`src/rtl/pipeline_stall_controller_pkg.sv`:
```
// Shared definitions for the pipeline stall/flush controller and the core
// pipeline stages it drives.
package pipeline_stall_controller_pkg;

  typedef enum logic [1:0] {
    RUN    = 2'd0,
    DSTALL = 2'd1,
    DRAIN  = 2'd2,
    HALTED = 2'd3
  } stall_state_t;

  localparam int unsigned HALT_REG = 17;
  localparam int unsigned HALT_VAL = 10;
  localparam logic [31:0] NOP      = 32'h00000013;

endpackage

```
`src/rtl/pipeline_stall_controller_perf_counter.sv`:
```
// Free-running performance counter with synchronous clear and count enable;
// wraps modulo 2^CNT_W.
module perf_counter #(
  parameter int unsigned CNT_W = 32
) (
  input  logic             clk,
  input  logic             clear,
  input  logic             en,
  output logic [CNT_W-1:0] count
);

  always_ff @(posedge clk) begin
    if (clear) begin
      count <= '0;
    end else if (en) begin
      count <= count + CNT_W'(1);
    end
  end

endmodule

```
`src/rtl/pipeline_stall_controller.sv`:
```
// Central stall/flush arbiter for the 5-stage core: turns hazard requests into
// per-stage write enables and flushes, sequences D-cache stalls and halt drain.
module pipeline_stall_controller
  import pipeline_stall_controller_pkg::*;
#(
  parameter int unsigned DRAIN_CYCLES = 4,
  parameter int unsigned CNT_W        = 32
) (
  input  logic             clk,
  input  logic             reset,
  input  logic             load_use_stall,
  input  logic             ex_mispredict,
  input  logic             icache_ready,
  input  logic             dcache_req,
  input  logic             dcache_ready,
  input  logic             halt_id,
  output logic             pc_write,
  output logic             if_id_write,
  output logic             if_id_flush,
  output logic             id_ex_write,
  output logic             id_ex_flush,
  output logic             ex_mem_write,
  output logic             mem_wb_write,
  output logic             mem_wb_flush,
  output logic             is_halted,
  output logic [CNT_W-1:0] stall_cycles,
  output logic [CNT_W-1:0] flush_count
);

  localparam int unsigned DW = (DRAIN_CYCLES > 1) ? $clog2(DRAIN_CYCLES) : 1;

  stall_state_t  state_q, state_d;
  logic [DW-1:0] drain_q, drain_d;
  logic          halted_d;
  logic          dstall;
  logic          flush_take;
  logic          stall_en;

  assign dstall = dcache_req && !dcache_ready;

  always_comb begin
    state_d      = state_q;
    drain_d      = drain_q;
    halted_d     = is_halted;
    flush_take   = 1'b0;
    pc_write     = 1'b1;
    if_id_write  = 1'b1;
    if_id_flush  = 1'b0;
    id_ex_write  = 1'b1;
    id_ex_flush  = 1'b0;
    ex_mem_write = 1'b1;
    mem_wb_write = 1'b1;
    mem_wb_flush = 1'b0;

    unique case (state_q)
      RUN, DSTALL: begin
        if ((state_q == RUN && dstall) || (state_q == DSTALL && !dcache_ready)) begin
          pc_write     = 1'b0;
          if_id_write  = 1'b0;
          id_ex_write  = 1'b0;
          ex_mem_write = 1'b0;
          mem_wb_write = 1'b0;
          mem_wb_flush = 1'b1;
          state_d      = DSTALL;
        end else begin
          // The DSTALL release cycle reuses the full RUN chain: everything
          // advances this cycle, so a halt in ID must be accepted here too.
          state_d = RUN;
          if (ex_mispredict) begin
            if_id_flush = 1'b1;
            id_ex_flush = 1'b1;
            flush_take  = 1'b1;
          end else if (load_use_stall) begin
            pc_write    = 1'b0;
            if_id_write = 1'b0;
            id_ex_flush = 1'b1;
          end else if (halt_id) begin
            pc_write    = 1'b0;
            if_id_flush = 1'b1;
            state_d     = DRAIN;
            drain_d     = DW'(DRAIN_CYCLES - 1);
          end else if (!icache_ready) begin
            pc_write    = 1'b0;
            if_id_flush = 1'b1;
          end
        end
      end
      DRAIN: begin
        pc_write    = 1'b0;
        if_id_flush = 1'b1;
        if (dstall) begin
          id_ex_write  = 1'b0;
          ex_mem_write = 1'b0;
          mem_wb_write = 1'b0;
          mem_wb_flush = 1'b1;
        end else if (drain_q == '0) begin
          halted_d = 1'b1;
          state_d  = HALTED;
        end else begin
          drain_d = drain_q - DW'(1);
        end
      end
      HALTED: begin
        pc_write     = 1'b0;
        if_id_write  = 1'b0;
        id_ex_write  = 1'b0;
        ex_mem_write = 1'b0;
        mem_wb_write = 1'b0;
      end
      default: begin
        state_d = RUN;
      end
    endcase

    if (reset) begin
      flush_take   = 1'b0;
      pc_write     = 1'b1;
      if_id_write  = 1'b1;
      if_id_flush  = 1'b0;
      id_ex_write  = 1'b1;
      id_ex_flush  = 1'b0;
      ex_mem_write = 1'b1;
      mem_wb_write = 1'b1;
      mem_wb_flush = 1'b0;
    end
  end

  assign stall_en = !reset && (state_q == RUN || state_q == DSTALL) && !pc_write;

  always_ff @(posedge clk) begin
    if (reset) begin
      state_q   <= RUN;
      drain_q   <= '0;
      is_halted <= 1'b0;
    end else begin
      state_q   <= state_d;
      drain_q   <= drain_d;
      is_halted <= halted_d;
    end
  end

  perf_counter #(.CNT_W(CNT_W)) u_stall_cnt (
    .clk   (clk),
    .clear (reset),
    .en    (stall_en),
    .count (stall_cycles)
  );

  perf_counter #(.CNT_W(CNT_W)) u_flush_cnt (
    .clk   (clk),
    .clear (reset),
    .en    (flush_take),
    .count (flush_count)
  );

endmodule

```
`config.mk`:
```
export PLATFORM = sky130hd
export DESIGN_NAME = pipeline_stall_controller
export DESIGN_NICKNAME = d
export VERILOG_FILES = /design/src/rtl/pipeline_stall_controller_pkg.sv /design/src/rtl/pipeline_stall_controller_perf_counter.sv /design/src/rtl/pipeline_stall_controller.sv
export SDC_FILE = /design/constraint.sdc
export NUM_CORES = 1
export LEC_CHECK = 0
export BUFFER_PORTS_ARGS = -buffer_cell sky130_fd_sc_hd__buf_2
export CAP_MARGIN = 20
export CORE_AREA = 2 2 110 112
export CTS_BUF_LIST = sky130_fd_sc_hd__clkbuf_16
export DETAILED_ROUTE_END_ITERATION = 10
export DIE_AREA = 0 0 112 114
export PLACE_DENSITY_LB_ADDON = 0.12
export SLEW_MARGIN = 20
export SYNTH_ARGS = -nofsm -noshare
export SYNTH_HDL_FRONTEND = slang
export SYNTH_SLANG_ARGS = --single-unit
```
`constraint.sdc`:
```
create_clock -name clk -period 1.92 [get_ports clk]
set_input_delay 0 -clock clk [delete_from_list [all_inputs] [get_ports clk]]
set_output_delay 0 -clock clk [all_outputs]
set_load 0.005 [all_outputs]
```
Yosys cells after proc, flatten, opt, wreduce, memory -nomap -nowiden. Index checks and enable logic that the tools add are counted.

Register bits after elaboration: 69. Bits of input ports: 8. Output and inout port bits: 73. Word-level logic and storage cells: 87.

$add $sub $neg: 3. Equal/unequal tests: 10. Mux-type cells: 50. Bitwise operators: 1. Reductions and logical operators: 18.

Operators with widths (number): adder 32 x 1 -> 32 bit, second input constant (2); 2-to-1 mux 1 bit (31); 2-to-1 mux 2 bit (12); inequality test 2 bit, second input constant (7); one-hot mux 1 bit (2 select lines) (4); one-hot mux 2 bit (2 select lines) (2); AND reduction 7 bit (1); AND reduction 3 bit (2); logical AND 1 bit (5); == test 2 bit, second input constant (2); logical NOT 2 bit (2); OR reduction 2 bit (2); logical NOT 1 bit (3); one-hot mux 1 bit (3 select lines) (1); == test 2 x 1 -> 1 bit, second input constant (1); logical OR 1 bit (2); nonzero test 2 bit (1); subtractor 2 x 1 -> 2 bit, second input constant (1); NOT 1 bit (1).

Longest topological paths before layout. Gate-level depths: netlist of the first run.

Depth in word-level cells: 9. Mapped depth: 7. Gate-level depth less buffers: 7.

Cells and area by module. A second synthesis of the first run with hierarchy kept.

Cell total of the unflattened synthesis: 413. Area, all modules: 3539.6 µm².

Modules (own cells, without submodules): perf_counter (instances 2, cells each 181, area each 1564.0 µm², seq. area each 640.6 µm²); pipeline_stall_controller (instances 1, cells each 51, area each 411.6 µm², seq. area each 100.1 µm²).

Worst setup path after synthesis of the first run. OpenSTA, ideal clock, no wires.

Path type: flip-flop to flip-flop. Start: reg state_q[1]. End: reg u_flush_cnt.count[20]. Library setup time: 0.128 ns. Arrival: 1.842 ns. Required time: 1.792 ns. Slack: -0.050 ns. Stages on the path, launching flop included: 8. Path buffers: 2. Clock period less this slack: 1.970 ns. Path through: dfxtp_1 -> buf_6 -> or3b_4 -> or4b_4 -> buf_6 -> nor3_4 -> xnor2_1 -> nor2_1.

Cells in the longest elaborated chain, start to end: 6. Elaborated cells between the ends (all ways): 9. Classes of those cells: 1 x eq/ne; 3 x mux; 5 x reduce/logical.

RTL lines: from (decl) (line pipeline_stall_controller.sv:32) `stall_state_t state_q, state_d;`; from (signal assigned) (line pipeline_stall_controller.sv:136) `state_q <= state_d;`; == test 2 x 1 -> 1 bit / logical NOT 2 bit (equally long branches) (line pipeline_stall_controller.sv:55, pipeline_stall_controller.sv:57); logical AND 1 bit (line pipeline_stall_controller.sv:57) `if ((state_q == RUN && dstall) || (state_q == DSTALL && !dcache_ready)) begin`; logical OR 1 bit (line pipeline_stall_controller.sv:57); 2-to-1 mux 1 bit (line pipeline_stall_controller.sv:57); 2-to-1 mux 1 bit * (line pipeline_stall_controller.sv:55) `unique case (state_q)`; 2-to-1 mux 1 bit * (line pipeline_stall_controller.sv:115) `if (reset) begin`; to (signal assigned) (line pipeline_stall_controller_perf_counter.sv:16) `count <= count + CNT_W'(1);`; to (decl) (line pipeline_stall_controller_perf_counter.sv:9) `output logic [CNT_W-1:0] count`.

Every way passes the cells marked *; elsewhere a longest branch is shown, timed or not. A chain may end at the register's enable or synchronous reset.

Worst setup path after layout of the first run.
Start: reg state_q[1]. End: reg u_flush_cnt.count[12].

The elaborated chain is that of the path after synthesis.

==> results of run 1 <==
==> sequential cells by signal (all words and copies together), names as in the netlist <==
name	flops
u_flush_cnt.count	32
u_stall_cnt.count	32
drain_q	2
state_q	2
is_halted	1
==> routing by layer <==
layer / GRT usage / up-vias
li1: - / 1716
met1: 0.194 / 1605
met2: 0.243 / 54
met3: 0.0345 / 14
met4: 0.0683 / 0
met5: 0 / -
==> area by class of cell <==
class	instances	area share
Multi-Input combinational cell	309	0.419
Clock inverter	7	0.0122
Inverter	13	0.0103
Timing Repair Buffer	134	0.179
Tap cell	147	0.0389
Sequential cell	69	0.292
Clock buffer	9	0.0477
==> per-stage QoR <==
stage / hold slack [ns] / util / cells
2_1_floorplan: 0.0365 / - / 408
3_3_place_gp: 0.287 / 0.369 / 670
3_5_place_dp: 0.297 / 0.369 / 670
4_1_cts: 0.0443 / 0.394 / 686
5_1_grt: 0.0638 / 0.403 / 688
6_report: 0.0461 / 0.403 / 688
==> path summary, 6_finish.rpt <==
kind | from | end | slack (ns) | depth (start not counted)
worst min-delay path | reset | is_halted$_SDFFE_PP0P_ | 0.05 | 3
worst min register to register | drain_q[0]$_SDFFE_PP0P_ | drain_q[0]$_SDFFE_PP0P_ | 0.49 | 1
worst max-delay path | state_q[1]$_SDFFE_PP0P_ | u_flush_cnt.count[12]$_SDFFE_PP0P_ | 0.02 | 4
worst max register to register | state_q[1]$_SDFFE_PP0P_ | u_flush_cnt.count[12]$_SDFFE_PP0P_ | 0.02 | 4
==> synthesized netlist by cell type (all sizes together) (5+ instances only) <==
cell / n
nor3: 11
or3: 12
xnor2: 22
xor2: 24
buf: 7
nand3: 19
o21ai: 15
nor2: 70
nand4: 33
a21oi: 16
clkbuf: 10
nand2: 20
nor4: 13
inv: 13
dfxtp: 69
nor3b: 5
==> worst max-delay path: stages (launching register included) <==
cell and delay, ns:
dfxtp_1 0.31, or3b_4 0.37, or4b_4 0.61, or3_1 0.38
a21oi_1 0.16
==> where the power goes <==
part           total [W]  internal [W]  switching, W  leakage, nW
clock network    0.00161      0.000986      0.000627        0.148
logic           0.000220     0.0000913      0.000129         1.25
registers        0.00146       0.00145    0.00000789        0.557
==> logic make-up after synthesis <==
group                    Yosys count
adder cells (fa/ha/maj)            3
AO/OA/AOI/OAI                     48
flip-flops                        69
AND/OR/NAND/NOR                  209
multiplexers                       3
buffers and inverters             30
XOR/XNOR                          46
==> what timing repair did <==
action	CTS	global route
pin swaps	1	6
endpoints found under the setup margin	11	24
resized for setup	1	20
setup buffers	0	2
==> impl_metrics.ini, run 1 <==
[run_status]
outcome = completed

[power]
power_w = 0.00329
powerDensity_mw_per_mm2 = 696
p_leak_nw = 1.96
max-vdd-ir-drop_mv = 0.412

[logic_synthesis]
avgSynthCellArea_um2 = 8.37
synth_top_family_by_area = simple AND/OR/NAND/NOR gates
synthAdderAreaFrac = 0.0110
synth.area.top_cells = dfxtp_1 (40%), nor2_1 (7.7%), xor2_1 (6.2%), nand4_1 (6.0%), xnor2_1 (5.6%)
synth_mux_area_frac = 0.00879
synth-compound-area-share = 0.0846
synth_xor_area_frac = 0.118
synth-seq-cells = 69
yosysTopAreaCellShare = 0.405
synth-simple-area-share = 0.332
syn-num-nets = 419
ys_types = 44
ys_warn_count = 0
ys.flop_type = dfxtp_1
synth.yosys.seq_area_share = 0.405
synthCells = 408
synth_area_mm2 = 0.00341
netlist.top_cell.by_area = dfxtp_1
synth-edff-count = 0
synth-async-reset-ratio = 0

[critical_path]
cp-start-kind = register
endpoint_kind = register
worstPathArrival_ns = 2.17
critical_path_class = reg2reg
worst_ep_required_time_ns = 2.19
cp_max_fo = 8

[global_route]
grt_pass1_wl_um = 15500
grt_pass1_vias = 3166
grt_start_max_net_pins = 31
antenna_found_initial = 0
overflow = 0
grtUsageTotal = 0.151

[clock_tree]
clk_latency_ns = 0.34
cts_tree = yes
path_clk_slew_ns = 0.06
cts_sinks = 69
htree_levels = 3
numCtsBuffers = 9
cts_hold_buf = 0
root_buffer = clkbuf_16
clockBufferDepth = 2

[routing]
vias = 3389
wl_met1_um = 4640
top_layer = met4
route.detailed.drc = 0
wl_per_cell_um = 13.9
vias_per_cell = 4.93
wl_met2_um = 4430
first_iter_violations = 148
antenna_left = 0
wl_um = 9590
wl_met3_um = 339
drt_pass1_iterations = 4

[die]
num_rows = 40
coreArea_mm2 = 0.0117
fp.dieW_um = 112
ios = 81
start_util = 0.292
fp.dieH_um = 114
die-area_mm2 = 0.0128

[cells_and_area]
fin_nets = 547
layout-drive-gt1-share = 0.320
syn_to_final_growth_pct = 38.4
multi_input_area_mm2 = 0.00198
design_area_mm2 = 0.00472
antenna_cells = 0
final_cell_mix = buf_2 (80), dfxtp_1 (69), nor2_1 (68), buf_4 (48), nand4_1 (33)
layout_commonest_cell = buf_2
seqCellArea_mm2 = 0.00138
fillers = 1267

[placed_design]
port_buffers = 80
placed_area_mm2 = 0.00432
hpwl_um = 6920
dp_slack_ns = -0.0307
place_congestion = 0.771

[sta]
slew_violations = 0
slew_headroom = 0.686
setup_tns_ns = 0
finalCritPeriodShare = 0.990
fmax_mhz = 526
min_period_ns = 1.90
rsz0062_at_grt = yes
worstMarginPinSlew_ns = 0.466
hold_violations = 0
worst_clock_skew_ns = 0.00440
fin_ws_ns = 0.0186
setup_viol = 0

[flow_run]
maxCapViolCount = 0

[min_path]
hold_path.class = in2reg
Note: power is estimated with default switching activity, not from simulation.
==> run 2: changes to the inputs <==
Settings changed: CORE_AREA 2 2 110 112 to 4 4 112 114, DIE_AREA 0 0 112 114 to 0 0 116 118.
==> run 2 against run 1 <==
Effect of this change: die area grew 7.2%; worst setup slack lost 0.012 ns; core utilization grew 0.61 points; routed wire length grew 3.0%; first-iteration DRC count grew 10%; maximum frequency shrank 0.63%; sequential power is essentially flat; highest routed layer unchanged.
==> impl_metrics.ini, run 2 (synthesis gave the netlist of run 1 again) <==
[critical_path]
r2r_slack_ns = 0.007
crit_buf_inv = 1
cp-start-kind = register
crit_chain = or3b_4 -> or4b_4 -> buf_6 -> nor4_4 -> xnor2_1 -> nor2_1
cp_top_family = simple AND/OR/NAND/NOR gates
critical_path_class = reg2reg
ff2ff_path_depth = 6
crit-reg2reg-capture = u_flush_cnt.count[30]$_SDFFE_PP0P_
critical_path.slowest_cell = or4b_4
cp_max_fo = 8
endpoint_kind = register
worstPathArrival_ns = 2.13
worst_ep_required_time_ns = 2.13
critical_path.max_stage_delay_ns = 0.62
worstReg2RegStart = state_q[1]$_SDFFE_PP0P_

[clock_tree]
cts_tree = yes
root_buffer = clkbuf_16
cts_sinks = 69
htree_levels = 3
path_clk_slew_ns = 0.06
numCtsBuffers = 9
cts_hold_buf = 0
clk_latency_ns = 0.33
clockBufferDepth = 2

[global_route]
grtUsageTotal = 0.147
antenna_found_initial = 0
grt_pass1_vias = 3118
grt_start_max_net_pins = 39
grt_pass1_wl_um = 16100
overflow = 0

[routing]
wl_per_cell_um = 14.4
drt_pass1_iterations = 4
vias_per_cell = 4.87
wl_um = 9880
route.detailed.drc = 0
antenna_left = 0
vias = 3342
first_iter_violations = 163

[die]
die-area_mm2 = 0.0137
num_rows = 39
ios = 81
fp.dieH_um = 118
fp.dieW_um = 116
coreArea_mm2 = 0.0114
start_util = 0.299

[run_status]
outcome = completed

[placed_design]
port_buffers = 80
place_congestion = 0.807
hpwl_um = 7030

[sta]
hold_violations = 0
setup_viol = 0
worstMarginPinSlew_ns = 0.558
finalCritPeriodShare = 0.997
slew_headroom = 0.627
worst_clock_skew_ns = 0.00553
fmax_mhz = 523
slew_violations = 0
rsz0062_at_grt = yes
setup_tns_ns = 0
min_period_ns = 1.91

[power]
power_w = 0.00312
powerDensity_mw_per_mm2 = 668
max-vdd-ir-drop_mv = 0.550
p_leak_nw = 1.93

[min_path]
hold_end = state_q[0]$_SDFFE_PP0P_
hp-start = dcache_ready
hold_path.class = in2reg
hold_depth = 3

[cells_and_area]
layout_commonest_cell = buf_2
fin_nets = 550
syn_to_final_growth_pct = 36.9
reg_top3 = u_flush_cnt.count x32, u_stall_cnt.count x32
antenna_cells = 0
layout-drive-gt1-share = 0.324
final_cell_mix = buf_2 (82), nor2_1 (69), dfxtp_1 (65), buf_4 (51), nand4_1 (33)

[flow_run]
maxCapViolCount = 0
run 2: cell count changes in the layout (fill, tap and decap cells not counted), sizes merged:
cell    previous run  this run
buf              134       137
bufinv             1         0
inv               14        16
clkinv             5         3
run 2: stage by stage:
stage	cells	instance area (µm²)	setup WS (ns)	util	hold slack, ns
2_1_floorplan	408	3420	-0.0426	-	0.0365
3_3_place_gp	661	4250	0.0121	0.373	0.293
5_1_grt	686	4680	-0.0927	0.409	0.127
3_5_place_dp	661	4250	0.00641	0.373	0.296
4_1_cts	676	4510	0.00398	0.395	0.101
6_report	686	4680	0.00659	0.409	0.116
run 2: how the worst max path moves through the flow:
stage	slack, ns	from	depth (start not counted)	to
detailed placement	0.006	state_q[1]$_SDFFE_PP0P_	6	u_flush_cnt.count[16]$_SDFFE_PP0P_
global route	-0.09	state_q[1]$_SDFFE_PP0P_	6	u_flush_cnt.count[30]$_SDFFE_PP0P_
CTS	0.004	u_flush_cnt.count[9]$_SDFFE_PP0P_	7	u_flush_cnt.count[31]$_SDFFE_PP0P_
global placement	0.01	state_q[1]$_SDFFE_PP0P_	6	u_flush_cnt.count[16]$_SDFFE_PP0P_
floorplan	-0.04	state_q[1]$_SDFFE_PP0P_	7	u_flush_cnt.count[30]$_SDFFE_PP0P_
finish	0.007	state_q[1]$_SDFFE_PP0P_	6	u_flush_cnt.count[30]$_SDFFE_PP0P_
run 2: timing repair:
| item | in CTS | in global routing |
|---|---|---|
| setup buffers | 0 | 8 |
| gates resized for setup | 1 | 23 |
| gates cloned | 0 | 2 |
| setup endpoints to repair | 3 | 30 |
| pin swaps | 1 | 16 |
run 2: worst min-delay path: cells and delay by family:
family | cells | cell delay, ns
buffers and inverters | 1 | 0.12
AND/OR/NAND/NOR | 2 | 0.28
run 2: cell type report:
| type | instances | area [µm²] |
|---|---|---|
| clock inverter | 6 | 25.0 |
| multi-input combinational | 309 | 1970 |
| sequential | 69 | 1390 |
| clock buffer | 9 | 225 |
| timing repair buffer | 137 | 838 |
| inverter | 13 | 48.8 |
| fill | 1202 | 6740 |
| tap | 143 | 179 |
run 2: where the power goes:
group / internal, W / leakage, nW / switching, W
clock network: 0.000842 / 0.136 / 0.000601
registers: 0.00145 / 0.558 / 0.00000982
logic: 0.0000916 / 1.23 / 0.000130
total: 0.00238 / 1.93 / 0.000741
run 2: routing by layer:
layer / track usage / up-vias / routed length [µm]
li1: - / 1721 / -
met5: 0 / - / 0
met3: 0.0411 / 12 / 453
met4: 0.0595 / 0 / 144
met1: 0.202 / 1541 / 4860
met2: 0.213 / 68 / 4420
==> run 3: changes to the inputs <==
Settings changed: CORE_AREA 4 4 112 114 to 4 4 114 116, CTS_BUF_LIST sky130_fd_sc_hd__clkbuf_16 to not set, DIE_AREA 0 0 116 118 to 0 0 118 120, SYNTH_HIERARCHICAL set to 1.
==> run 3 against run 2 <==
Effect of this change: die area grew 3.4%; sequential power about the same; critical path depth rose by 2; routed wire length is 4.6% lower; clock-buffer cell count up 3; largest power group is now the clock network; clock power up 12%; largest cell class unchanged; cell area rose by 6.9%.
==> impl_metrics.ini, run 3 <==
[clock_tree]
cts_tree = yes
cts_sinks = 69
root_buffer = clkbuf_16
htree_levels = 3
path_clk_slew_ns = 0.06
numCtsBuffers = 9
clockBufferDepth = 2
clk_latency_ns = 0.33

[critical_path]
cp_max_fo = 6
worstReg2RegStart = state_q[0]$_SDFFE_PP0P_
worstPathArrival_ns = 2.13
cp-start-kind = register
endpoint_kind = register
crit-reg2reg-capture = u_flush_cnt/count[27]$_SDFFE_PP0P_
r2r_slack_ns = 0.006
worst_ep_required_time_ns = 2.14
ff2ff_path_depth = 8
critical_path_class = reg2reg

[sta]
setup_viol = 0
worstMarginPinSlew_ns = 0.630
hold_violations = 0
slew_headroom = 0.580
slew_violations = 0
worst_clock_skew_ns = 0.00858
fmax_mhz = 523
min_period_ns = 1.91
rsz0062_at_grt = yes
finalCritPeriodShare = 0.997

[logic_synthesis]
ys_warn_count = 6
avgSynthCellArea_um2 = 8.57
netlist.top_cell.by_area = dfxtp_1
ys.flop_type = dfxtp_1
synth-async-reset-ratio = 0
synthCells = 413
synth_most_common_cell = dfxtp_1
synth-edff-count = 0
synth_area_mm2 = 0.00354
ys_types = 48
synth_commonest_cells = dfxtp_1 (69), nor2_1 (58), nor3_1 (23)
syn-num-nets = 424
synth.yosys.seq_area_share = 0.390
yosysTopAreaCellShare = 0.390
synth.area.top_cells = dfxtp_1 (39%), nor2_1 (6.2%), mux2_2 (5.7%), xor2_1 (4.5%), nand4_1 (3.5%)
synth-seq-cells = 69

[power]
max-vdd-ir-drop_mv = 0.419
p_leak_nw = 2.23
powerDensity_mw_per_mm2 = 654
power_w = 0.00327

[cells_and_area]
final_cells = 691
reg_top3 = u_flush_cnt/count x32, u_stall_cnt/count x32
final_cell_mix = buf_2 (80), dfxtp_1 (64), nor2_1 (57), buf_4 (56)
layout_commonest_cell = buf_2
layout-drive-gt1-share = 0.414
fin_nets = 552
finish.utilization = 0.419
antenna_cells = 0
multi_input_area_mm2 = 0.00221
syn_to_final_growth_pct = 41.1
seqCellArea_mm2 = 0.00139
fillers = 1212

[die]
die-area_mm2 = 0.0142
num_rows = 40
fp.dieW_um = 118
fp.dieH_um = 120
ios = 81
start_util = 0.297
coreArea_mm2 = 0.0119

[routing]
first_iter_violations = 126
antenna_left = 0
vias_per_cell = 4.85
drt_pass1_iterations = 4
vias = 3350
wl_per_cell_um = 13.6
wl_um = 9420
route.detailed.drc = 0

[min_path]
hp-start = dcache_req
hold_path.class = in2reg
hold_depth = 3
hold_end = state_q[0]$_SDFFE_PP0P_

[global_route]
grt_pass1_wl_um = 15300
grt_start_max_net_pins = 61
overflow = 0
antenna_found_initial = 0
grtUsageTotal = 0.130
grt_pass1_vias = 3233

[placed_design]
port_buffers = 80
place_congestion = 0.790
hpwl_um = 6830
dp.cells = 676

[run_status]
outcome = completed

[flow_run]
maxCapViolCount = 0
run 3: worst max-delay path, stage by stage, from the launching register on:
cell	delay, ns
dfxtp_2	0.33
o21bai_4	0.14
nand2b_4	0.09
nor3b_4	0.19
and4_4	0.28
nand4_1	0.12
buf_6	0.17
nor3b_4	0.18
mux2_4	0.31
run 3: area by class of cell:
cell class | count | share of cell area
well taps | 147 | 0.0368
inverters | 14 | 0.0105
flip-flops and latches | 69 | 0.278
clock inverters | 2 | 0.00701
clock buffers | 12 | 0.0493
repair buffers | 141 | 0.175
multi-input cells | 306 | 0.443
run 3: routing by layer:
layer | vias to the layer above | track usage | share of wire
met3 | 10 | 0.0391 | 0.046
met1 | 1577 | 0.150 | 0.45
met5 | - | 0 | 0
met2 | 66 | 0.230 | 0.50
met4 | 0 | 0.0440 | 0.012
li1 | 1697 | - | -
run 3: what timing repair did:
item / CTS / global route
hold endpoints to repair: 1 / 0
buffers inserted: 0 / 0
hold buffers: 1 / 0
endpoints found under the setup margin: 26 / 28
pin swaps: 1 / 10
resized for setup: 11 / 43
run 3: worst max path at each step:
stage	start	depth (start not counted)	slack [ns]	to
2_1_floorplan	state_q[1]$_SDFFE_PP0P_	10	-0.15	u_stall_cnt/count[25]$_SDFFE_PP0P_
4_1_cts	state_q[0]$_SDFFE_PP0P_	7	-0.006	u_flush_cnt/count[21]$_SDFFE_PP0P_
3_5_place_dp	state_q[0]$_SDFFE_PP0P_	7	-0.09	u_flush_cnt/count[19]$_SDFFE_PP0P_
6_report	state_q[0]$_SDFFE_PP0P_	8	0.006	u_flush_cnt/count[27]$_SDFFE_PP0P_
5_1_grt	state_q[0]$_SDFFE_PP0P_	8	-0.11	u_flush_cnt/count[30]$_SDFFE_PP0P_
3_3_place_gp	state_q[0]$_SDFFE_PP0P_	7	-0.06	u_flush_cnt/count[19]$_SDFFE_PP0P_
run 3: logic make-up (layout without fill, tap and decap cells):
group,after synthesis,in the layout,share of synthesized area
and+or+nand+nor,206,206,0.326
DFF,69,69,0.390
AOI/OAI and AO/OA,47,47,0.0827
buffers and inverters,38,169,0.0502
xor gates and xnor gates,26,26,0.0643
muxes,24,24,0.0756
adders and majority gates,3,3,0.0106
run 3: power breakdown:
group          switching [W]  total (W)  internal [W]
Clock               0.000595    0.00162       0.00103
Sequential         0.0000114    0.00146       0.00145
Combinational       0.000106   0.000191     0.0000853
Total               0.000712    0.00327       0.00256
run 3: metrics by stage:
| stage | hold slack [ns] | setup TNS, ns | setup slack [ns] | cell area [µm²] |
|---|---|---|---|---|
| finish | 0.0680 | 0 | 0.00629 | 5000 |
| global route | 0.0998 | -1.01 | -0.109 | 5000 |
| CTS | 0.0569 | -0.0122 | -0.00576 | 4810 |
| detailed placement | 0.313 | -0.765 | -0.0907 | 4480 |
| global placement | 0.300 | -0.172 | -0.0582 | 4480 |
| floorplan | 0.150 | -2.31 | -0.149 | 3580 |
